<file path="config.mk">
export PLATFORM = sky130hd
export DESIGN_NAME = sdram_usb_dma
export DESIGN_NICKNAME = d
export VERILOG_FILES = /design/src/rtl/sdram_usb_pkg.sv /design/src/rtl/sdram_usb_dma_cnt.sv /design/src/rtl/sdram_usb_dma.sv
export SDC_FILE = /design/constraint.sdc
export NUM_CORES = 1
export LEC_CHECK = 0
export CAP_MARGIN = 10
export CORE_ASPECT_RATIO = 0.6
export CORE_MARGIN = 5
export CORE_UTILIZATION = 30
export CTS_CLUSTER_DIAMETER = 30
export CTS_CLUSTER_SIZE = 30
export DETAILED_ROUTE_END_ITERATION = 6
export MAX_ROUTING_LAYER = met4
export SYNTH_ARGS = -nofsm -noshare
export SYNTH_HDL_FRONTEND = slang
export SYNTH_SLANG_ARGS = --single-unit
</file>
<file path="constraint.sdc">
create_clock -name clk -period 2.9 [get_ports clk]
set_clock_uncertainty 0.1 [all_clocks]
set_input_delay 0.725 -clock clk [delete_from_list [all_inputs] [get_ports clk]]
set_output_delay 0.725 -clock clk [all_outputs]
set_load 0.03 [all_outputs]
</file>
<file path="src/rtl/sdram_usb_pkg.sv">
// Shared constants and state encoding for the SDRAM <-> USB packet DMA.
// A packet is PKT_WORDS 16-bit words; lengths are counted in packets.
package sdram_usb_pkg;

   localparam int PKT_WORDS  = 32;
   localparam int PKT_IDX_W  = 5;
   localparam int ADDR_W_DEF = 24;
   localparam int LEN_W_DEF  = 16;

   localparam logic [2:0] ST_IDLE     = 3'd0;
   localparam logic [2:0] ST_RD_WAIT  = 3'd1;
   localparam logic [2:0] ST_RD_ISSUE = 3'd2;
   localparam logic [2:0] ST_RD_DRAIN = 3'd3;
   localparam logic [2:0] ST_RD_PUSH  = 3'd4;
   localparam logic [2:0] ST_WR_RUN   = 3'd5;
   localparam logic [2:0] ST_DONE     = 3'd6;

   // States in which read responses are being collected into the packet slot.
   function automatic logic is_rd_collect(input logic [2:0] st);
      return (st == ST_RD_ISSUE) || (st == ST_RD_DRAIN);
   endfunction

endpackage

</file>
<file path="src/rtl/sdram_usb_dma_cnt.sv">
// Address / remaining-word / per-packet issue and response counters for sdram_usb_dma.
// All counters clear on reset and reload on an accepted start.
module sdram_usb_dma_cnt
   import sdram_usb_pkg::*;
#(
   parameter int ADDR_W = ADDR_W_DEF,
   parameter int LEN_W  = LEN_W_DEF
) (
   input  logic              clk,
   input  logic              rst_n,
   input  logic              load,
   input  logic [ADDR_W-1:0] start_addr,
   input  logic [LEN_W-1:0]  len_pkts,
   input  logic              cmd_hs,
   input  logic              rsp_hit,
   input  logic              pkt_clr,
   output logic [ADDR_W-1:0] addr,
   output logic [LEN_W+4:0]  word_rem,
   output logic [5:0]        issue_cnt,
   output logic [5:0]        rsp_cnt
);

   localparam logic [ADDR_W-1:0] ADDR_ONE = {{(ADDR_W-1){1'b0}}, 1'b1};
   localparam logic [LEN_W+4:0]  WORD_ONE = {{(LEN_W+4){1'b0}}, 1'b1};

   // The address wraps modulo 2^ADDR_W by plain truncation; word_rem is wide
   // enough for the largest packet count times 32 words.
   always_ff @(posedge clk or negedge rst_n) begin
      if (!rst_n) begin
         addr     <= '0;
         word_rem <= '0;
      end else if (load) begin
         addr     <= start_addr;
         word_rem <= {len_pkts, {PKT_IDX_W{1'b0}}};
      end else if (cmd_hs) begin
         addr     <= addr + ADDR_ONE;
         word_rem <= word_rem - WORD_ONE;
      end
   end

   always_ff @(posedge clk or negedge rst_n) begin
      if (!rst_n) begin
         issue_cnt <= '0;
         rsp_cnt   <= '0;
      end else if (load || pkt_clr) begin
         issue_cnt <= '0;
         rsp_cnt   <= '0;
      end else begin
         if (cmd_hs) begin
            issue_cnt <= issue_cnt + 6'd1;
         end
         if (rsp_hit) begin
            rsp_cnt <= rsp_cnt + 6'd1;
         end
      end
   end

endmodule

</file>
<file path="src/rtl/sdram_usb_dma.sv">
// Packet DMA between SDRAM and the USB endpoint FIFOs (read: SDRAM->USB, write: USB->SDRAM).
// Optional SDRAM_USB_DMA_STATS_EN adds a saturating stall_cycles counter output.
module sdram_usb_dma
   import sdram_usb_pkg::*;
#(
   parameter int ADDR_W = ADDR_W_DEF,
   parameter int LEN_W  = LEN_W_DEF
) (
   input  logic              clk,
   input  logic              rst_n,
   input  logic              start,
   input  logic              dir_rd,
   input  logic [ADDR_W-1:0] start_addr,
   input  logic [LEN_W-1:0]  len_pkts,
   input  logic              abort,
   output logic              busy,
   output logic              done,
   output logic              cmd_valid,
   input  logic              cmd_ready,
   output logic              cmd_write,
   output logic [ADDR_W-1:0] cmd_addr,
   output logic [15:0]       cmd_wdata,
   input  logic              rsp_valid,
   input  logic [15:0]       rsp_data,
   output logic [4:0]        fifo_wr_addr,
   output logic [15:0]       fifo_wr_data,
   output logic              fifo_wr_en,
   output logic              fifo_wr_push,
   input  logic              fifo_wr_full,
   input  logic [15:0]       fifo_rd_data,
   output logic              fifo_rd_pull,
   input  logic              fifo_rd_empty,
   output logic [2:0]        state_dbg
`ifdef SDRAM_USB_DMA_STATS_EN
   ,
   output logic [31:0]       stall_cycles
`endif
);

   localparam logic [5:0] LAST_IDX = 6'(PKT_WORDS - 1);

   logic [2:0]        state_q, state_d;
   logic              aborting_q, aborting_d;
   logic              done_q;
   logic [ADDR_W-1:0] addr;
   logic [LEN_W+4:0]  word_rem;
   logic [5:0]        issue_cnt;
   logic [5:0]        rsp_cnt;
   logic              load;
   logic              cmd_hs;
   logic              rsp_hit;
   logic              pkt_clr;

   sdram_usb_dma_cnt #(
      .ADDR_W (ADDR_W),
      .LEN_W  (LEN_W)
   ) u_cnt (
      .clk        (clk),
      .rst_n      (rst_n),
      .load       (load),
      .start_addr (start_addr),
      .len_pkts   (len_pkts),
      .cmd_hs     (cmd_hs),
      .rsp_hit    (rsp_hit),
      .pkt_clr    (pkt_clr),
      .addr       (addr),
      .word_rem   (word_rem),
      .issue_cnt  (issue_cnt),
      .rsp_cnt    (rsp_cnt)
   );

   // Command handshake: a command transfers on the rising edge where
   // cmd_valid && cmd_ready; once raised, cmd_valid and cmd_addr/cmd_wdata stay
   // put until that edge (only an abort may withdraw it).
   always_comb begin
      cmd_valid = 1'b0;
      if (state_q == ST_RD_ISSUE) begin
         cmd_valid = !issue_cnt[5];
      end else if (state_q == ST_WR_RUN) begin
         cmd_valid = !fifo_rd_empty;
      end
   end

   assign cmd_write    = (state_q == ST_WR_RUN);
   assign cmd_addr     = addr;
   assign cmd_wdata    = fifo_rd_data;
   assign cmd_hs       = cmd_valid && cmd_ready;
   assign fifo_rd_pull = cmd_write && cmd_hs;

   // Responses land in the slot combinationally; once aborting they are only counted.
   assign rsp_hit      = rsp_valid && is_rd_collect(state_q);
   assign fifo_wr_en   = rsp_hit && !aborting_q && !abort;
   assign fifo_wr_addr = rsp_cnt[4:0];
   assign fifo_wr_data = rsp_data;
   assign fifo_wr_push = (state_q == ST_RD_PUSH);
   assign pkt_clr      = (state_q == ST_RD_PUSH);

   assign load      = (state_q == ST_IDLE) && start && !abort;
   assign busy      = (state_q != ST_IDLE) && (state_q != ST_DONE);
   assign done      = done_q;
   assign state_dbg = state_q;

   always_comb begin
      state_d    = state_q;
      aborting_d = aborting_q;
      case (state_q)
         ST_IDLE: begin
            if (load) begin
               aborting_d = 1'b0;
               if (len_pkts == '0) begin
                  state_d = ST_DONE;
               end else if (dir_rd) begin
                  state_d = ST_RD_WAIT;
               end else begin
                  state_d = ST_WR_RUN;
               end
            end
         end
         ST_RD_WAIT: begin
            if (abort) begin
               state_d = ST_DONE;
            end else if (!fifo_wr_full) begin
               state_d = ST_RD_ISSUE;
            end
         end
         ST_RD_ISSUE: begin
            if (abort) begin
               aborting_d = 1'b1;
               state_d    = ST_RD_DRAIN;
            end else if (rsp_valid && (rsp_cnt == LAST_IDX)) begin
               state_d = ST_RD_PUSH;
            end else if (cmd_hs && (issue_cnt == LAST_IDX)) begin
               state_d = ST_RD_DRAIN;
            end
         end
         ST_RD_DRAIN: begin
            // While aborting, leave once every issued read has been answered.
            if (aborting_q) begin
               if (issue_cnt == rsp_cnt) begin
                  state_d = ST_DONE;
               end
            end else if (abort) begin
               aborting_d = 1'b1;
            end else if (rsp_valid && (rsp_cnt == LAST_IDX)) begin
               state_d = ST_RD_PUSH;
            end
         end
         ST_RD_PUSH: begin
            if (abort || (word_rem == '0)) begin
               state_d = ST_DONE;
            end else begin
               state_d = ST_RD_WAIT;
            end
         end
         ST_WR_RUN: begin
            if (abort || (cmd_hs && (word_rem == {{(LEN_W+4){1'b0}}, 1'b1}))) begin
               state_d = ST_DONE;
            end
         end
         ST_DONE: begin
            state_d = ST_IDLE;
         end
         default: begin
            state_d = ST_IDLE;
         end
      endcase
   end

   always_ff @(posedge clk or negedge rst_n) begin
      if (!rst_n) begin
         state_q    <= ST_IDLE;
         aborting_q <= 1'b0;
         done_q     <= 1'b0;
      end else begin
         state_q    <= state_d;
         aborting_q <= aborting_d;
         done_q     <= (state_q == ST_DONE);
      end
   end

`ifdef SDRAM_USB_DMA_STATS_EN
   logic stall_now;

   assign stall_now = busy && ((cmd_valid && !cmd_ready) || (state_q == ST_RD_WAIT));

   always_ff @(posedge clk or negedge rst_n) begin
      if (!rst_n) begin
         stall_cycles <= '0;
      end else if (load) begin
         stall_cycles <= '0;
      end else if (stall_now && (stall_cycles != 32'hFFFF_FFFF)) begin
         stall_cycles <= stall_cycles + 32'd1;
      end
   end
`endif

endmodule

</file>
==> run metrics <==
status=complete, no violations; largest family of logic cells by synthesized area=simple AND/OR/NAND/NOR gates; clk root buf=clkbuf_16; Distinct cells, synth=58; Logic pwr share=between 40% and 50%; R2R Setup Slk=130 ps; Post-Synth Adder-Cell Area=1.92%; Compound-Gate Fraction of Synth Area=approximately 15%; Final WS setup=69.4 ps; Post-Place Cells=684; Cell Rows=32; Final min period=around 2800 ps; first-pass GRT wire length=18,600 um; maximum VDD drop=0.479 mV; H-tree lvl count=3; final hold vios=0; Initial DRC Count=~190; clk slew on worst S/H paths=50 ps; CTS buffer count=9; Clock Tree Buf Depth=2; xor/xnor share of the synthesized area=6.93%; highest clock rate=353 MHz; DP Worst Slack=-293 ps; FILL cells=1,262; multiplexer share of the synthesized area=0.287%; final max-slew violation count=0; TritonCTS clock tree=yes; CTS Hold Bufs=0; Pleak=about 2.1 nW; CP arrival=about 2000 ps; final-stage net count=612; Avg Inst Size Synth=~8.6 um2; core area=12,800 um2; Seq cells post-synth=62; Total Routing Usage GR=15.3%; Synth Area in Simple Gates=25.9%; Critical Path RT=2080 ps; fin cells=698; Ys Warns=0; Sequential Power Share=32.3%; switching part of the total=a little over two fifths; die width=158 um; IO Pins=~150; post-synthesis cell area=approximately 3900 um2; clk_lat worst skew=~320 ps; clock power share=roughly a fifth; post-cts sizing count=0; Synth Net Count=541; critical path class=in -> out; Crit Path Max Fanout=10; Area growth syn-to-layout=32.5%; Async S/R FF share, synth=100%; NetSw=2.19 mW; global route overflow=0; vias in the first global route=3,569; Die ar.=15,500 um2; pwr dens=around 1000 nW/um2; Initial Util=slightly above 30%; setup repair bufs after CTS=0; Hold Path Class=in -> async; Die Ht=roughly 99 um; total wire length=approximately 11,000 um; antenna cell count=0; Detail Placement HPWL=8450 um; Top FF cell, synth=dfrtp_1; Int Pwr=2.98 mW; IO buf count=87; antenna violations before repair=0; startpoint types=primary input; most common cell after layout, fill and taps aside=clkdlybuf4s50_1; final setup vio count=0; Synth Instances=roughly 450; Max Cap Viol=0; share of layout cells above drive strength 1=between 10 and 15%; worst rel slew slack=between 50 and 60%; WL/cell=16.3 um; RSZ-0062 raised after global routing=no; commonest non-fill, non-tap cells in the layout=clkdlybuf4s50_1, nand2_1, dfrtp_1; pin count of the biggest net entering global routing=40; Hold WS=314 ps; DRC Markers=0; via/cell ratio=approximately 5.1; GP Congestion=approximately 0.9; Final ANT Viol Nets=0; Worst Setup End Kind=output port; Tot Pwr=just over 5 mW; register area share after synthesis=between 30 and 40%; via count=3,548; clock sink count=62; First-pass DRT Iterations=4; Least-Margin Pin Slew=624 ps; Post-synth EDFFs=0; final worst-path cycle share=97.6%
-- per-layer routing --
metal	track usage, %	wire [um]	up-vias
met5	-	0	-
met4	3.24	128	0
met3	5.35	970	18
li1	-	-	1733
met1	22.1	5710	1680
met2	20.7	4570	117
-- power groups by stage --
stage	logic, mW	clock network [mW]	registers, mW
finish	2.50	1.00	1.67
global route	2.74	1.06	1.72
detailed placement	2.48	0	1.66
floorplan	1.27	0	1.91
CTS	2.50	1.04	1.65
global placement	2.44	0	1.64
-- layout make-up --
class / instances / area (um2) / share of cell area (%)
sequential: 62 / 1550 / 29.9
clock inverter: 1 / 5.00 / 0.0964
clock buffer: 13 / 270 / 5.20
timing repair buffer: 118 / 1120 / 21.5
tap: 170 / 213 / 4.10
inverter: 8 / 30.0 / 0.578
multi-input combinational: 326 / 2010 / 38.6
-- kinds of logic (layout without fill, tap and decap cells) --
group	count (synthesis)	after routing
AND/OR/NAND/NOR	198	198
AO/OA/AOI/OAI	90	90
buffers and inverters	66	140
flip-flops	62	62
XOR/XNOR	31	31
adder cells (fa/ha/maj)	6	6
multiplexers	1	1
-- synth_stat cells (all sizes together), types with 3 or more instances --
| library cell | instances | area (um2) |
|---|---|---|
| o211ai | 9 | 67.6 |
| xor2 | 15 | 131 |
| nor2 | 42 | 158 |
| a31oi | 5 | 31.3 |
| and3 | 4 | 25.0 |
| clkbuf | 13 | 48.8 |
| o311ai | 3 | 33.8 |
| dfrtp | 62 | 1550 |
| nand2 | 60 | 225 |
| nor3 | 13 | 81.3 |
| and4 | 4 | 35.0 |
| o21ai | 38 | 194 |
| and2 | 6 | 37.5 |
| a221o | 6 | 61.3 |
| nand4 | 8 | 50.1 |
| a21oi | 10 | 50.1 |
| buf | 45 | 319 |
| or3 | 7 | 43.8 |
| or4 | 8 | 63.8 |
| inv | 8 | 30.0 |
| nand3 | 20 | 100 |
| nor4 | 13 | 87.6 |
| xnor2 | 16 | 140 |
| or2 | 3 | 18.8 |
| a211o | 3 | 26.3 |
| ha | 6 | 75.1 |
-- registers in the layout, summed over array words and instances, names as in the netlist --
name	flops
u_cnt.word_rem	21
u_cnt.rsp_cnt	6
u_cnt.addr	24
aborting_q	1
state_dbg	3
u_cnt.issue_cnt	6
done	1
-- worst max-delay path: stages --
cell             delay (ps)
clkdlybuf4s50_1         390
and4bb_2                320
o21ai_2                  90
buf_12                  160
nor2_1                  130
buf_4                   190
-- per-stage QoR --
stage	util, %	cell area (um2)	setup TNS (ps)
floorplan	-	3920	0
global placement	38.2	4890	-211
detailed placement	38.2	4890	-428
CTS	40.3	5170	0
global route	40.5	5190	0
finish	40.5	5190	0
-- path summary, 6_finish.rpt --
| path | from | to | cells after the start |
|---|---|---|---|
| setup / recovery | fifo_rd_empty | fifo_rd_pull | 6 |
| hold / removal | rst_n | u_cnt.word_rem[18]$_DFFE_PN0P_ | 1 |
| setup reg to reg | u_cnt.word_rem[11]$_DFFE_PN0P_ | state_dbg[0]$_DFFE_PN0P_ | 7 |
| hold reg to reg | u_cnt.word_rem[1]$_DFFE_PN0P_ | u_cnt.word_rem[1]$_DFFE_PN0P_ | 2 |
| max in group asynchronous | rst_n | state_dbg[1]$_DFFE_PN0P_ | 2 |
| min in group clk | u_cnt.word_rem[1]$_DFFE_PN0P_ | u_cnt.word_rem[1]$_DFFE_PN0P_ | 2 |
No activity file was read; power rests on OpenSTA's default activity.
